<file path="config.mk">
export PLATFORM = sky130hd
export DESIGN_NAME = asyn_fifo_read_ctrl_lvl
export DESIGN_NICKNAME = d
export VERILOG_FILES = /design/src/rtl/asyn_fifo_read_ctrl_lvl.sv
export SDC_FILE = /design/constraint.sdc
export NUM_CORES = 1
export LEC_CHECK = 0
export CORE_ASPECT_RATIO = 2
export CORE_MARGIN = 2
export CORE_UTILIZATION = 34
export CTS_BUF_LIST = sky130_fd_sc_hd__clkbuf_4 sky130_fd_sc_hd__clkbuf_8 sky130_fd_sc_hd__clkbuf_16
export CTS_CLUSTER_SIZE = 12
export DETAILED_ROUTE_END_ITERATION = 16
export GPL_ROUTABILITY_DRIVEN = 0
export PLACE_DENSITY = 0.57
export RECOVER_POWER = 100
export SLEW_MARGIN = 20
export SYNTH_ARGS = -nofsm -noshare
export SYNTH_HDL_FRONTEND = slang
export SYNTH_SLANG_ARGS = --single-unit
export TNS_END_PERCENT = 100
</file>
<file path="constraint.sdc">
create_clock -name read_clk -period 3.8 [get_ports read_clk]
set_clock_uncertainty 0.15 [all_clocks]
set_input_delay 0.76 -clock read_clk [delete_from_list [all_inputs] [get_ports read_clk]]
set_output_delay 0.76 -clock read_clk [all_outputs]
set_load 0.005 [all_outputs]
</file>
<file path="src/rtl/asyn_fifo_read_ctrl_lvl.sv">
// Read-domain controller for the async FIFO: write-pointer synchroniser, registered level,
// almost-empty flag, underflow pulse. Optional sticky underflow under READ_UNDERFLOW_STICKY_EN.
module asyn_fifo_read_ctrl_lvl #(
  parameter int unsigned ADDR_WIDTH  = 6,
  parameter int unsigned SYNC_STAGES = 2
) (
  input  logic                  read_clk,
  input  logic                  read_rst_n,
  input  logic                  read_ena,
  input  logic [ADDR_WIDTH:0]   write_ptr,
  input  logic [ADDR_WIDTH:0]   aempty_thresh,
`ifdef READ_UNDERFLOW_STICKY_EN
  input  logic                  read_err_clr,
  output logic                  read_underflow_sticky,
`endif
  output logic [ADDR_WIDTH:0]   read_ptr,
  output logic [ADDR_WIDTH-1:0] read_addr,
  output logic                  read_empty_reg,
  output logic                  read_aempty,
  output logic [ADDR_WIDTH:0]   read_level,
  output logic                  read_underflow
);

  logic [ADDR_WIDTH:0] sync_q [SYNC_STAGES];
  logic [ADDR_WIDTH:0] sync_wptr;
  logic [ADDR_WIDTH:0] wbin_sync;

  logic [ADDR_WIDTH:0] rbin_q, rbin_d;
  logic [ADDR_WIDTH:0] rptr_q, rptr_d;
  logic [ADDR_WIDTH:0] level_q, level_d;
  logic                empty_q, empty_d;
  logic                aempty_q, aempty_d;
  logic                underflow_q, underflow_d;
  logic                fire;

  // Plain flop chain; no logic between stages.
  always_ff @(posedge read_clk or negedge read_rst_n) begin
    if (!read_rst_n) begin
      for (int i = 0; i < int'(SYNC_STAGES); i++) sync_q[i] <= '0;
    end else begin
      sync_q[0] <= write_ptr;
      for (int i = 1; i < int'(SYNC_STAGES); i++) sync_q[i] <= sync_q[i-1];
    end
  end

  assign sync_wptr = sync_q[SYNC_STAGES-1];

  // Gray-to-binary: bit i is the XOR of all Gray bits at or above i.
  always_comb begin
    wbin_sync = '0;
    for (int i = 0; i <= int'(ADDR_WIDTH); i++) wbin_sync[i] = ^(sync_wptr >> i);
  end

  always_comb begin
    fire        = read_ena & ~empty_q;
    rbin_d      = rbin_q + {{ADDR_WIDTH{1'b0}}, fire};
    rptr_d      = (rbin_d >> 1) ^ rbin_d;
    empty_d     = (rptr_d == sync_wptr);
    level_d     = wbin_sync - rbin_d;
    aempty_d    = (level_d <= aempty_thresh);
    underflow_d = read_ena & empty_q;
  end

  always_ff @(posedge read_clk or negedge read_rst_n) begin
    if (!read_rst_n) begin
      rbin_q      <= '0;
      rptr_q      <= '0;
      level_q     <= '0;
      empty_q     <= 1'b1;
      aempty_q    <= 1'b1;
      underflow_q <= 1'b0;
    end else begin
      rbin_q      <= rbin_d;
      rptr_q      <= rptr_d;
      level_q     <= level_d;
      empty_q     <= empty_d;
      aempty_q    <= aempty_d;
      underflow_q <= underflow_d;
    end
  end

  assign read_ptr       = rptr_q;
  assign read_addr      = rbin_q[ADDR_WIDTH-1:0];
  assign read_empty_reg = empty_q;
  assign read_aempty    = aempty_q;
  assign read_level     = level_q;
  assign read_underflow = underflow_q;

`ifdef READ_UNDERFLOW_STICKY_EN
  logic sticky_q, sticky_d;

  // Set takes priority over clear.
  always_comb begin
    sticky_d = underflow_d | (sticky_q & ~read_err_clr);
  end

  always_ff @(posedge read_clk or negedge read_rst_n) begin
    if (!read_rst_n) sticky_q <= 1'b0;
    else             sticky_q <= sticky_d;
  end

  assign read_underflow_sticky = sticky_q;
`endif

endmodule

</file>
After elaboration in Yosys (flattened, before gate mapping) --
Index checks and enable logic that the tools add are counted. W data, S select, Z words.
Storage, ports and cells: register bits after elaboration 38, logic and storage cells 23
Cells by class: magnitude comparators 1, reduce and logical (&&, ||, !) cells 7, equality and inequality tests 1, bitwise operators 4, add/subtract/negate cells 2
Operators by type and width (number):
- $reduce_xor A7 Y1 | 7
- $add A7 B1 Y7 | 1
- $eq A7 B7 Y1 | 1
- $le A7 B7 Y1 | 1
- $sub A7 B7 Y7 | 1
- $xor A6 B7 Y7 | 1
- $and A1 B1 Y1 | 2
- $not A1 Y1 | 1

Depth between registers and ports, before layout --
Gate-level depths: netlist (run 1).
depth after elaboration 5, depth in mapped cells 16, depth with buffers taken out 16

Worst setup path before layout (run 1) --
Ideal clock, no wire load.
path kind register to register, start point register sync_q (netlist bit sync_wptr[6]), end point register aempty_q (netlist: read_aempty), period minus slack after synthesis 3.541 ns, data required time 3.573 ns, setup slack 0.259 ns, stages on the path, launching flop included 16, arrival 3.314 ns, path buffers 0, cell sequence dfrtp_1 -> xor3_2 -> xnor2_1 -> xnor2_1 -> xnor2_1 -> ha_1 -> fa_1 -> a21o_1 -> nand2_1 -> xnor2_1 -> ha_1 -> a21oi_1 -> nor2b_1 -> o21ai_0 -> o21ai_0 -> o22ai_1
Between the ends: cells in the longest elaborated chain, start to end 3
Ends and longest elaborated chain:
- start: declaration | line 24 | logic [ADDR_WIDTH:0] sync_q [SYNC_STAGES];
- $reduce_xor A7 Y1 | line 51 | for (int i = 0; i <= int'(ADDR_WIDTH); i++) wbin_sync[i] = ^(sync_wptr >> i);
- $sub A7 B7 Y7 * | line 59 | level_d = wbin_sync - rbin_d;
- named net level_d[4] | line 30 | logic [ADDR_WIDTH:0] level_q, level_d;
- $le A7 B7 Y1 * | line 60 | aempty_d = (level_d <= aempty_thresh);
- named net aempty_d | line 32 | logic aempty_q, aempty_d;
- end signal: assignment | line 77 | aempty_q <= aempty_d;
- end: declaration | line 32
The timed path passes the listed nets; every way through them passes the cells marked *.

Worst setup path after layout (run 1) --
start point input read_ena, end point register aempty_q (netlist: read_aempty)
Between the ends: cells in the longest elaborated chain, start to end 4
Ends and longest elaborated chain:
- start: declaration | line 9 | input logic read_ena,
- $and A1 B1 Y1 | line 55 | fire = read_ena & ~empty_q;
- $add A7 B1 Y7 | line 56 | rbin_d = rbin_q + {{ADDR_WIDTH{1'b0}}, fire};
- named net rbin_d[0] | line 28 | logic [ADDR_WIDTH:0] rbin_q, rbin_d;
- $sub A7 B7 Y7 | line 59
- named net level_d[6] | line 30
- $le A7 B7 Y1 | line 60
- named net aempty_d | line 32
The timed path passes the listed nets, and every way through them passes these cells.

==> results of run 1 <==
[layer usage]
metal  global-route usage [%]  vias up
met4                     9.80        0
met5                        0        -
met2                     25.7       27
met1                     14.4      664
li1                         -      685
met3                     3.06        8
[layout make-up]
| cell class | count | area share, % |
|---|---|---|
| Multi-Input combinational cell | 105 | 34.5 |
| Sequential cell | 37 | 34.2 |
| Timing Repair Buffer | 66 | 21.1 |
| Clock buffer | 7 | 3.32 |
| Inverter | 22 | 3.04 |
| Tap cell | 60 | 2.77 |
| Clock inverter | 1 | 1.11 |
[cells in the final DEF, fill, tap and decap left out, types with 2 or more instances in the layout]
| master | count |
|---|---|
| sky130_fd_sc_hd__a32oi_1 | 2 |
| sky130_fd_sc_hd__a21oi_1 | 7 |
| sky130_fd_sc_hd__mux2i_1 | 2 |
| sky130_fd_sc_hd__clkbuf_8 | 6 |
| sky130_fd_sc_hd__and2_1 | 3 |
| sky130_fd_sc_hd__clkbuf_4 | 2 |
| sky130_fd_sc_hd__o21ai_1 | 3 |
| sky130_fd_sc_hd__xor2_1 | 9 |
| sky130_fd_sc_hd__nor2b_1 | 3 |
| sky130_fd_sc_hd__clkdlybuf4s50_1 | 9 |
| sky130_fd_sc_hd__a21o_1 | 4 |
| sky130_fd_sc_hd__ha_1 | 11 |
| sky130_fd_sc_hd__buf_4 | 22 |
| sky130_fd_sc_hd__nand3_1 | 2 |
| sky130_fd_sc_hd__inv_1 | 21 |
| sky130_fd_sc_hd__xnor2_1 | 19 |
| sky130_fd_sc_hd__nor3b_1 | 2 |
| sky130_fd_sc_hd__xnor2_2 | 4 |
| sky130_fd_sc_hd__nor3_1 | 3 |
| sky130_fd_sc_hd__nand2_2 | 2 |
| sky130_fd_sc_hd__dlygate4sd3_1 | 29 |
| sky130_fd_sc_hd__nor2_1 | 6 |
| sky130_fd_sc_hd__clkbuf_1 | 5 |
| sky130_fd_sc_hd__dfrtp_1 | 35 |
| sky130_fd_sc_hd__nand4_1 | 3 |
| sky130_fd_sc_hd__nand2_1 | 3 |
[per-stage QoR]
step	power, mW	hold slack, ns	setup TNS [ns]	instances
final	2.53	0.199	0	298
after global routing	2.79	0.213	-0.00181	298
after CTS	2.55	0.202	0	297
after detailed placement	2.17	0.186	-0.367	289
after global placement	2.16	0.181	-0.317	289
after floorplan	1.50	0.181	0	167
[worst paths after layout]
path                            slack (ns)  cells after the start             to         start
min in group asynchronous             0.85                      1  read_level[2]    read_rst_n
max in group asynchronous             1.53                      1   sync_wptr[4]    read_rst_n
worst max-delay path                  0.20                     13    read_aempty      read_ena
worst max register to register        0.34                     13    read_aempty  sync_wptr[4]
worst min-delay path                  0.20                      0   sync_wptr[2]     sync_q[9]
worst min register to register        0.20                      0   sync_wptr[2]     sync_q[9]
[kinds of logic (layout without fill, tap and decap cells)]
kind of cell,count (synthesis),count (layout)
multiplexers,2,2
AO/OA/AOI/OAI,20,20
adder cells (fa/ha/maj),15,15
flip-flops,37,37
AND/OR/NAND/NOR,33,33
buffers and inverters,25,96
XOR/XNOR,35,35
[where the power goes]
part           total [mW]  switching [mW]  internal (mW)
Combinational        1.55           0.685          0.862
Sequential          0.628          0.0928          0.535
Clock               0.359           0.138          0.221
Total                2.53           0.916           1.62
[worst max-delay path, cell delays in order]
cell,delay [ns]
sky130_fd_sc_hd__clkdlybuf4s50_1,0.47
sky130_fd_sc_hd__nor2b_4,0.18
sky130_fd_sc_hd__buf_4,0.13
sky130_fd_sc_hd__ha_2,0.27
sky130_fd_sc_hd__ha_1,0.22
sky130_fd_sc_hd__fa_2,0.38
sky130_fd_sc_hd__a21o_1,0.20
sky130_fd_sc_hd__a32oi_1,0.21
sky130_fd_sc_hd__nand4b_1,0.19
sky130_fd_sc_hd__ha_1,0.35
sky130_fd_sc_hd__nand4_1,0.10
sky130_fd_sc_hd__o21ai_1,0.14
sky130_fd_sc_hd__o22ai_1,0.07
[timing repair]
| item | CTS | global route |
|---|---|---|
| buffers inserted | 0 | 2 |
| pin swaps | 1 | 12 |
| setup endpoints to repair | 1 | 1 |
| resized for setup | 2 | 16 |
==> results_tabular.tex, run 1 <==
\begin{tabular}{lr}
\hline
Metric & Value \\
\hline
\multicolumn{2}{l}{\textbf{Critical path}} \\
\quad Critical path peak fanout & 3 \\
\quad Endpoint required time on the critical path & roughly 3.9 ns \\
\quad Nature of the critical path endpoint & register \\
\quad Type of the worst setup path & input pin to register \\
\quad CP Launch Type & input pin \\
\quad Data arrival time at the worst-slack endpoint & 3.67 ns \\
\multicolumn{2}{l}{\textbf{Yosys}} \\
\quad Synth area leaders & sky130\_fd\_sc\_hd\_\_dfrtp\_1 (46\%), sky130\_fd\_sc\_hd\_\_xnor2\_1 (11\%), sky130\_fd\_sc\_hd\_\_ha\_1 (8.6\%) \\
\quad Top-count cell post-synth & sky130\_fd\_sc\_hd\_\_dfrtp\_1 \\
\quad Synthesized area per cell & 11.3 um2 \\
\quad Yosys top cell area share & 46.2\% \\
\quad List of most frequent post-synthesis cells & sky130\_fd\_sc\_hd\_\_dfrtp\_1 (35), sky130\_fd\_sc\_hd\_\_xnor2\_1 (23), sky130\_fd\_sc\_hd\_\_inv\_1 (22) \\
\quad Multiplexer share of the synthesized area & 1.06\% \\
\quad Library cell occupying the most area in the post-synthesis netlist & sky130\_fd\_sc\_hd\_\_dfrtp\_1 \\
\quad Proportion of register bits with asynchronous set or reset after synthesis & 100\% \\
\quad Adder-Cell Fraction of Synth Area & 10.2\% \\
\quad Netlist area before placement & about 1900 um2 \\
\quad Largest family of logic cells by synthesized area & XOR/XNOR gates \\
\quad Number of synthesized flops with an enable pin & 0 \\
\quad Simple-gate share of the synthesized area & about a tenth \\
\quad Synth Area in Compound Gates & 6.67\% \\
\quad Primary flip-flop cell chosen by synthesis mapping & sky130\_fd\_sc\_hd\_\_dfrtp\_1 \\
\quad Area share of xor/xnor cells in the synthesized design & a little under a fifth \\
\quad Post-Syn Instances & $\sim$170 \\
\quad Synth warn & 0 \\
\quad Number of synthesized register bits & 37 \\
\quad Share of synthesized area occupied by flip-flops and latches & slightly below 50\% \\
\quad Post-Synthesis Net Count & 198 \\
\quad Unique cell type count in the Yosys netlist & 33 \\
\multicolumn{2}{l}{\textbf{STA}} \\
\quad Final count of negative-setup-slack endpoints & 0 \\
\quad Slack of the critical path & 0.203 ns \\
\quad Number of failing hold endpoints at the final stage & 0 \\
\quad Time the final worst path needs with I/O delays and setup & 3.60 ns \\
\quad Headroom to the max-slew limit & -29.6\% \\
\quad Tightest Pin Transition & a little under 2 ns \\
\quad Post-route clock period utilization & 94.7\% \\
\quad Count of final max-slew check failures & 38 \\
\quad Achievable Freq & between 200 and 300 MHz \\
\multicolumn{2}{l}{\textbf{Clock tree}} \\
\quad CTS hold repair buffers & 0 \\
\quad Clock insertion delay at the later pin of the skew report & 0.30 ns \\
\quad Total clock buffers created by CTS & 5 \\
\quad H-Tree Depth & 2 \\
\quad Clock tree from TritonCTS & yes \\
\quad CTS clock-pin slew for the worst setup and hold paths & 0.07 ns \\
\quad Clock sinks & 37 \\
\quad CTS max path bufs & 2 \\
\quad Clock Root Buffer & sky130\_fd\_sc\_hd\_\_clkbuf\_8 \\
\multicolumn{2}{l}{\textbf{Finish}} \\
\quad Number of antenna repair diodes & 0 \\
\quad Multi-input combinational cell area & 935 um2 \\
\quad FILL cells & 529 \\
\quad Share of post-route cells with drive strength above 1 & 19.7\% \\
\quad Design Area, Final & between 2000 and 3000 um2 \\
\quad Signed area change from the synthesized netlist to the final layout & 43.2\% \\
\quad NumNets Final & 268 \\
\quad Flip-flop and latch area & 928 um2 \\
\quad Util after Layout & between 50\% and 60\% \\
\multicolumn{2}{l}{\textbf{Route}} \\
\quad Final ANT Viol Nets & 0 \\
\quad Uppermost routed layer & met4 \\
\quad Iter 0 DRT Violations & 18 \\
\quad Met3 WL & between 100 and 150 um \\
\quad Vias after detailed routing & 1384 \\
\quad DR WL met2 & 2220 um \\
\quad Number of search-and-repair iterations in the first detailed-routing pass & 4 \\
\quad Number of design rule violations left after detail routing & 0 \\
\quad M1 WL & 1310 um \\
\quad Drt wl/cell & $\sim$13 um \\
\quad Vias per Instance & 4.64 \\
\quad Total Routed Length & 3780 um \\
\multicolumn{2}{l}{\textbf{Floorplanning}} \\
\quad I/O pins & 40 \\
\quad CORE AREA & 5420 um2 \\
\quad Chip height & 110 um \\
\quad Effective utilization at floorplan & between 30\% and 40\% \\
\quad Number of cell rows & 38 \\
\quad Die width & 56.8 um \\
\quad Total die area & 6220 um2 \\
\multicolumn{2}{l}{\textbf{Placed design}} \\
\quad Worst slack at placement & -0.367 ns \\
\quad Cell area after placement & 2540 um2 \\
\quad IO Port Bufs & 39 \\
\quad DP Wirelength & 3010 um \\
\multicolumn{2}{l}{\textbf{Pwr}} \\
\quad Leakage power of the design & approximately 1.3 nW \\
\quad Ratio of total power to cell area & 934 nW/um2 \\
\quad Peak supply drop & 0.000545 V \\
\multicolumn{2}{l}{\textbf{Global routing}} \\
\quad Vias in the first global route & 1437 \\
\quad First-pass GRT wire length & approximately 6600 um \\
\quad Total congestion overflow & 0 \\
\quad Number of antenna violations at the first check in global routing & 0 \\
\quad Pin count of the biggest net entering global routing & 38 \\
\quad Total global routing track utilization & between 10 and 15\% \\
\multicolumn{2}{l}{\textbf{Status}} \\
\quad Violated checks & max-capacitance violations, max-slew violations \\
\quad Outcome & complete, but fails checks \\
\multicolumn{2}{l}{\textbf{Worst hold path}} \\
\quad Worst hold path type & register to register \\
\multicolumn{2}{l}{\textbf{Flow run}} \\
\quad MaxCap Viol Count & 1 \\
\hline
\end{tabular}
No activity file was read; power rests on OpenSTA's default activity.
==> run 2, diff against run 1 <==
--- a/config.mk
+++ b/config.mk
@@ -11,7 +11,6 @@
 export CTS_BUF_LIST = sky130_fd_sc_hd__clkbuf_4 sky130_fd_sc_hd__clkbuf_8 sky130_fd_sc_hd__clkbuf_16
 export CTS_CLUSTER_SIZE = 12
 export DETAILED_ROUTE_END_ITERATION = 16
-export GPL_ROUTABILITY_DRIVEN = 0
 export PLACE_DENSITY = 0.57
 export RECOVER_POWER = 100
 export SLEW_MARGIN = 20
==> constraint.sdc (replaced) <==
create_clock -name read_clk -period 3.3 [get_ports read_clk]
set_clock_uncertainty 0.15 [all_clocks]
set_input_delay 0.66 -clock read_clk [delete_from_list [all_inputs] [get_ports read_clk]]
set_output_delay 0.66 -clock read_clk [all_outputs]
set_load 0.005 [all_outputs]
==> results_tabular.tex, run 2 (synthesis results as in run 1) <==
\begin{tabular}{lr}
\hline
Metric & Value \\
\hline
\multicolumn{2}{l}{\textbf{Critical path}} \\
\quad Nature of the critical path endpoint & register \\
\quad Endpoint required time on the critical path & 3.38 ns \\
\quad CP Launch Type & register \\
\quad Critical R2R Launch & sync\_wptr[6] \\
\quad Cells along the critical path & xor3\_2 -> xnor2\_4 -> xnor2\_2 -> xnor2\_1 -> ha\_2 -> fa\_2 -> a21o\_1 -> a32oi\_1 -> nand4b\_1 -> ha\_1 -> nand4\_1 -> o21ai\_1 -> o22ai\_1 \\
\quad Data arrival time at the worst-slack endpoint & roughly 3.4 ns \\
\quad Launching element of the worst setup path & sync\_wptr[6] \\
\quad Slowest library cell on the worst path & sky130\_fd\_sc\_hd\_\_xor3\_2 \\
\quad Family of cells with the greatest summed delay on the critical path & XOR/XNOR gates \\
\quad Delay of the slowest critical-path stage & 0.45 ns \\
\quad Type of the worst setup path & register to register \\
\quad Critical path peak fanout & 3 \\
\quad Buf+Inv Stages, Crit Path & 0 \\
\multicolumn{2}{l}{\textbf{Route}} \\
\quad Total Routed Length & about 4100 um \\
\quad Vias per Instance & about 4.7 \\
\quad Drt wl/cell & approximately 13 um \\
\quad Vias after detailed routing & 1465 \\
\quad Iter 0 DRT Violations & 21 \\
\quad Number of design rule violations left after detail routing & 0 \\
\quad Final ANT Viol Nets & 0 \\
\quad Number of search-and-repair iterations in the first detailed-routing pass & 4 \\
\multicolumn{2}{l}{\textbf{Worst hold path}} \\
\quad Worst Hold Launch & sync\_q[10] \\
\quad Worst hold path type & register to register \\
\multicolumn{2}{l}{\textbf{Finish}} \\
\quad NumNets Final & 283 \\
\quad FILL cells & 520 \\
\quad Leading cell type in the layout, fill and taps excluded & sky130\_fd\_sc\_hd\_\_dfrtp\_1 \\
\quad Design Area, Final & $\sim$2900 um2 \\
\quad Signed area change from the synthesized netlist to the final layout & 50.6\% \\
\quad Number of cells in the finished layout apart from fillers & between 300 and 400 \\
\quad Number of antenna repair diodes & 0 \\
\quad Share of post-route cells with drive strength above 1 & 25.3\% \\
\quad Util after Layout & 52.6\% \\
\quad Most frequent cells in the layout & sky130\_fd\_sc\_hd\_\_dfrtp\_1 (35), sky130\_fd\_sc\_hd\_\_buf\_4 (32), sky130\_fd\_sc\_hd\_\_dlygate4sd3\_1 (29), sky130\_fd\_sc\_hd\_\_inv\_1 (22), sky130\_fd\_sc\_hd\_\_xnor2\_1 (18) \\
\multicolumn{2}{l}{\textbf{STA}} \\
\quad Time the final worst path needs with I/O delays and setup & 3.37 ns \\
\quad RSZ-0062 raised after global routing & yes \\
\quad Headroom to the max-slew limit & -33.6\% \\
\quad Achievable Freq & 297 MHz \\
\quad Tightest Pin Transition & 2.00 ns \\
\quad Slack of the critical path & -0.0692 ns \\
\quad Final count of negative-setup-slack endpoints & 1 \\
\quad Number of failing hold endpoints at the final stage & 0 \\
\quad Count of final max-slew check failures & 38 \\
\quad Post-route clock period utilization & 102\% \\
\multicolumn{2}{l}{\textbf{Global routing}} \\
\quad First-pass GRT wire length & 6820 um \\
\quad Total congestion overflow & 0 \\
\quad Number of antenna violations at the first check in global routing & 0 \\
\quad Pin count of the biggest net entering global routing & 38 \\
\quad Total global routing track utilization & 14.9\% \\
\quad Vias in the first global route & $\sim$1500 \\
\multicolumn{2}{l}{\textbf{Pwr}} \\
\quad Leakage power of the design & 1.34 nW \\
\quad Total power & 3.09 mW \\
\quad Peak supply drop & 0.000605 V \\
\quad Ratio of total power to cell area & 1080 nW/um2 \\
\multicolumn{2}{l}{\textbf{Clock tree}} \\
\quad Total clock buffers created by CTS & 5 \\
\quad Clock Root Buffer & sky130\_fd\_sc\_hd\_\_clkbuf\_8 \\
\quad Clock tree from TritonCTS & yes \\
\quad CTS max path bufs & 2 \\
\quad Clock sinks & 37 \\
\quad Clock insertion delay at the later pin of the skew report & around 0.30 ns \\
\quad CTS clock-pin slew for the worst setup and hold paths & $\sim$0.07 ns \\
\quad CTS hold repair buffers & 0 \\
\quad H-Tree Depth & 2 \\
\multicolumn{2}{l}{\textbf{Floorplanning}} \\
\quad Total die area & 6220 um2 \\
\quad Number of cell rows & 38 \\
\quad Chip height & 110 um \\
\quad CORE AREA & 5420 um2 \\
\quad Die width & roughly 57 um \\
\quad I/O pins & 40 \\
\quad Effective utilization at floorplan & 34.9\% \\
\multicolumn{2}{l}{\textbf{Status}} \\
\quad Outcome & complete, but fails checks \\
\quad Violated checks & max-capacitance violations, max-slew violations, negative setup slack \\
\multicolumn{2}{l}{\textbf{Placed design}} \\
\quad Cell area after placement & roughly 2700 um2 \\
\quad DP Wirelength & 3190 um \\
\quad IO Port Bufs & 39 \\
\quad Final Wtd Congestion & 0.736 \\
\quad Total instance count after detailed placement & 300 \\
\multicolumn{2}{l}{\textbf{Flow run}} \\
\quad MaxCap Viol Count & 1 \\
\hline
\end{tabular}
## run 2: worst paths after layout
path                                endpoint  slack (ns)  cells after the start
max in group asynchronous       sync_wptr[5]        1.08                      1
worst max register to register   read_aempty       -0.07                     13
worst min register to register  sync_wptr[3]        0.20                      0
worst min-delay path            sync_wptr[3]        0.20                      0
worst max-delay path             read_aempty       -0.07                     13
min in group asynchronous          sync_q[7]        0.77                      1
## run 2: metrics by stage
stage | hold slack [ns] | setup WS [ns] | TNS (ns)
3_5_place_dp | 0.187 | -0.736 | -1.03
3_3_place_gp | 0.183 | -0.683 | -1.03
6_report | 0.201 | -0.0692 | -0.0692
5_1_grt | 0.211 | -0.260 | -0.260
4_1_cts | 0.204 | -0.0903 | -0.0903
2_1_floorplan | 0.181 | 0.00275 | 0
## run 2: where the power goes
group          switching [mW]  internal [mW]
Sequential              0.106          0.617
Combinational           0.870           1.18
Clock                   0.159          0.154
## run 2: worst reg2reg max path: stages, from the launching register on
cell	delay (ns)
sky130_fd_sc_hd__dfrtp_1	0.39
sky130_fd_sc_hd__xor3_2	0.45
sky130_fd_sc_hd__xnor2_4	0.18
sky130_fd_sc_hd__xnor2_2	0.20
sky130_fd_sc_hd__xnor2_1	0.11
sky130_fd_sc_hd__ha_2	0.19
sky130_fd_sc_hd__fa_2	0.35
sky130_fd_sc_hd__a21o_1	0.20
sky130_fd_sc_hd__a32oi_1	0.18
sky130_fd_sc_hd__nand4b_1	0.20
sky130_fd_sc_hd__ha_1	0.36
sky130_fd_sc_hd__nand4_1	0.12
sky130_fd_sc_hd__o21ai_1	0.14
sky130_fd_sc_hd__o22ai_1	0.08
## run 2: layout make-up
cell class              instances  area (um2)  share of cell area (%)
clock inverters                 2        10.0                   0.351
multi-input cells             105         990                    34.7
clock buffers                   6        76.3                    2.68
well taps                      60        75.1                    2.63
repair buffers                 81         691                    24.2
inverters                      22        82.6                    2.89
flip-flops and latches         37         928                    32.5
## run 2: layer usage
metal  global-route usage [%]  wire [um]  vias up
li1                         -          -      717
met1                     14.4       1480      712
met2                     27.8       2400       25
met3                     2.47        101       11
met4                     10.8        168        0
met5                        0          0        -
## run 2: repair_timing
item,CTS,global route
endpoints found under the setup margin,1,1
setup buffers,5,0
pin swaps,20,0
resized for setup,20,0
endpoints found under the hold margin,0,0
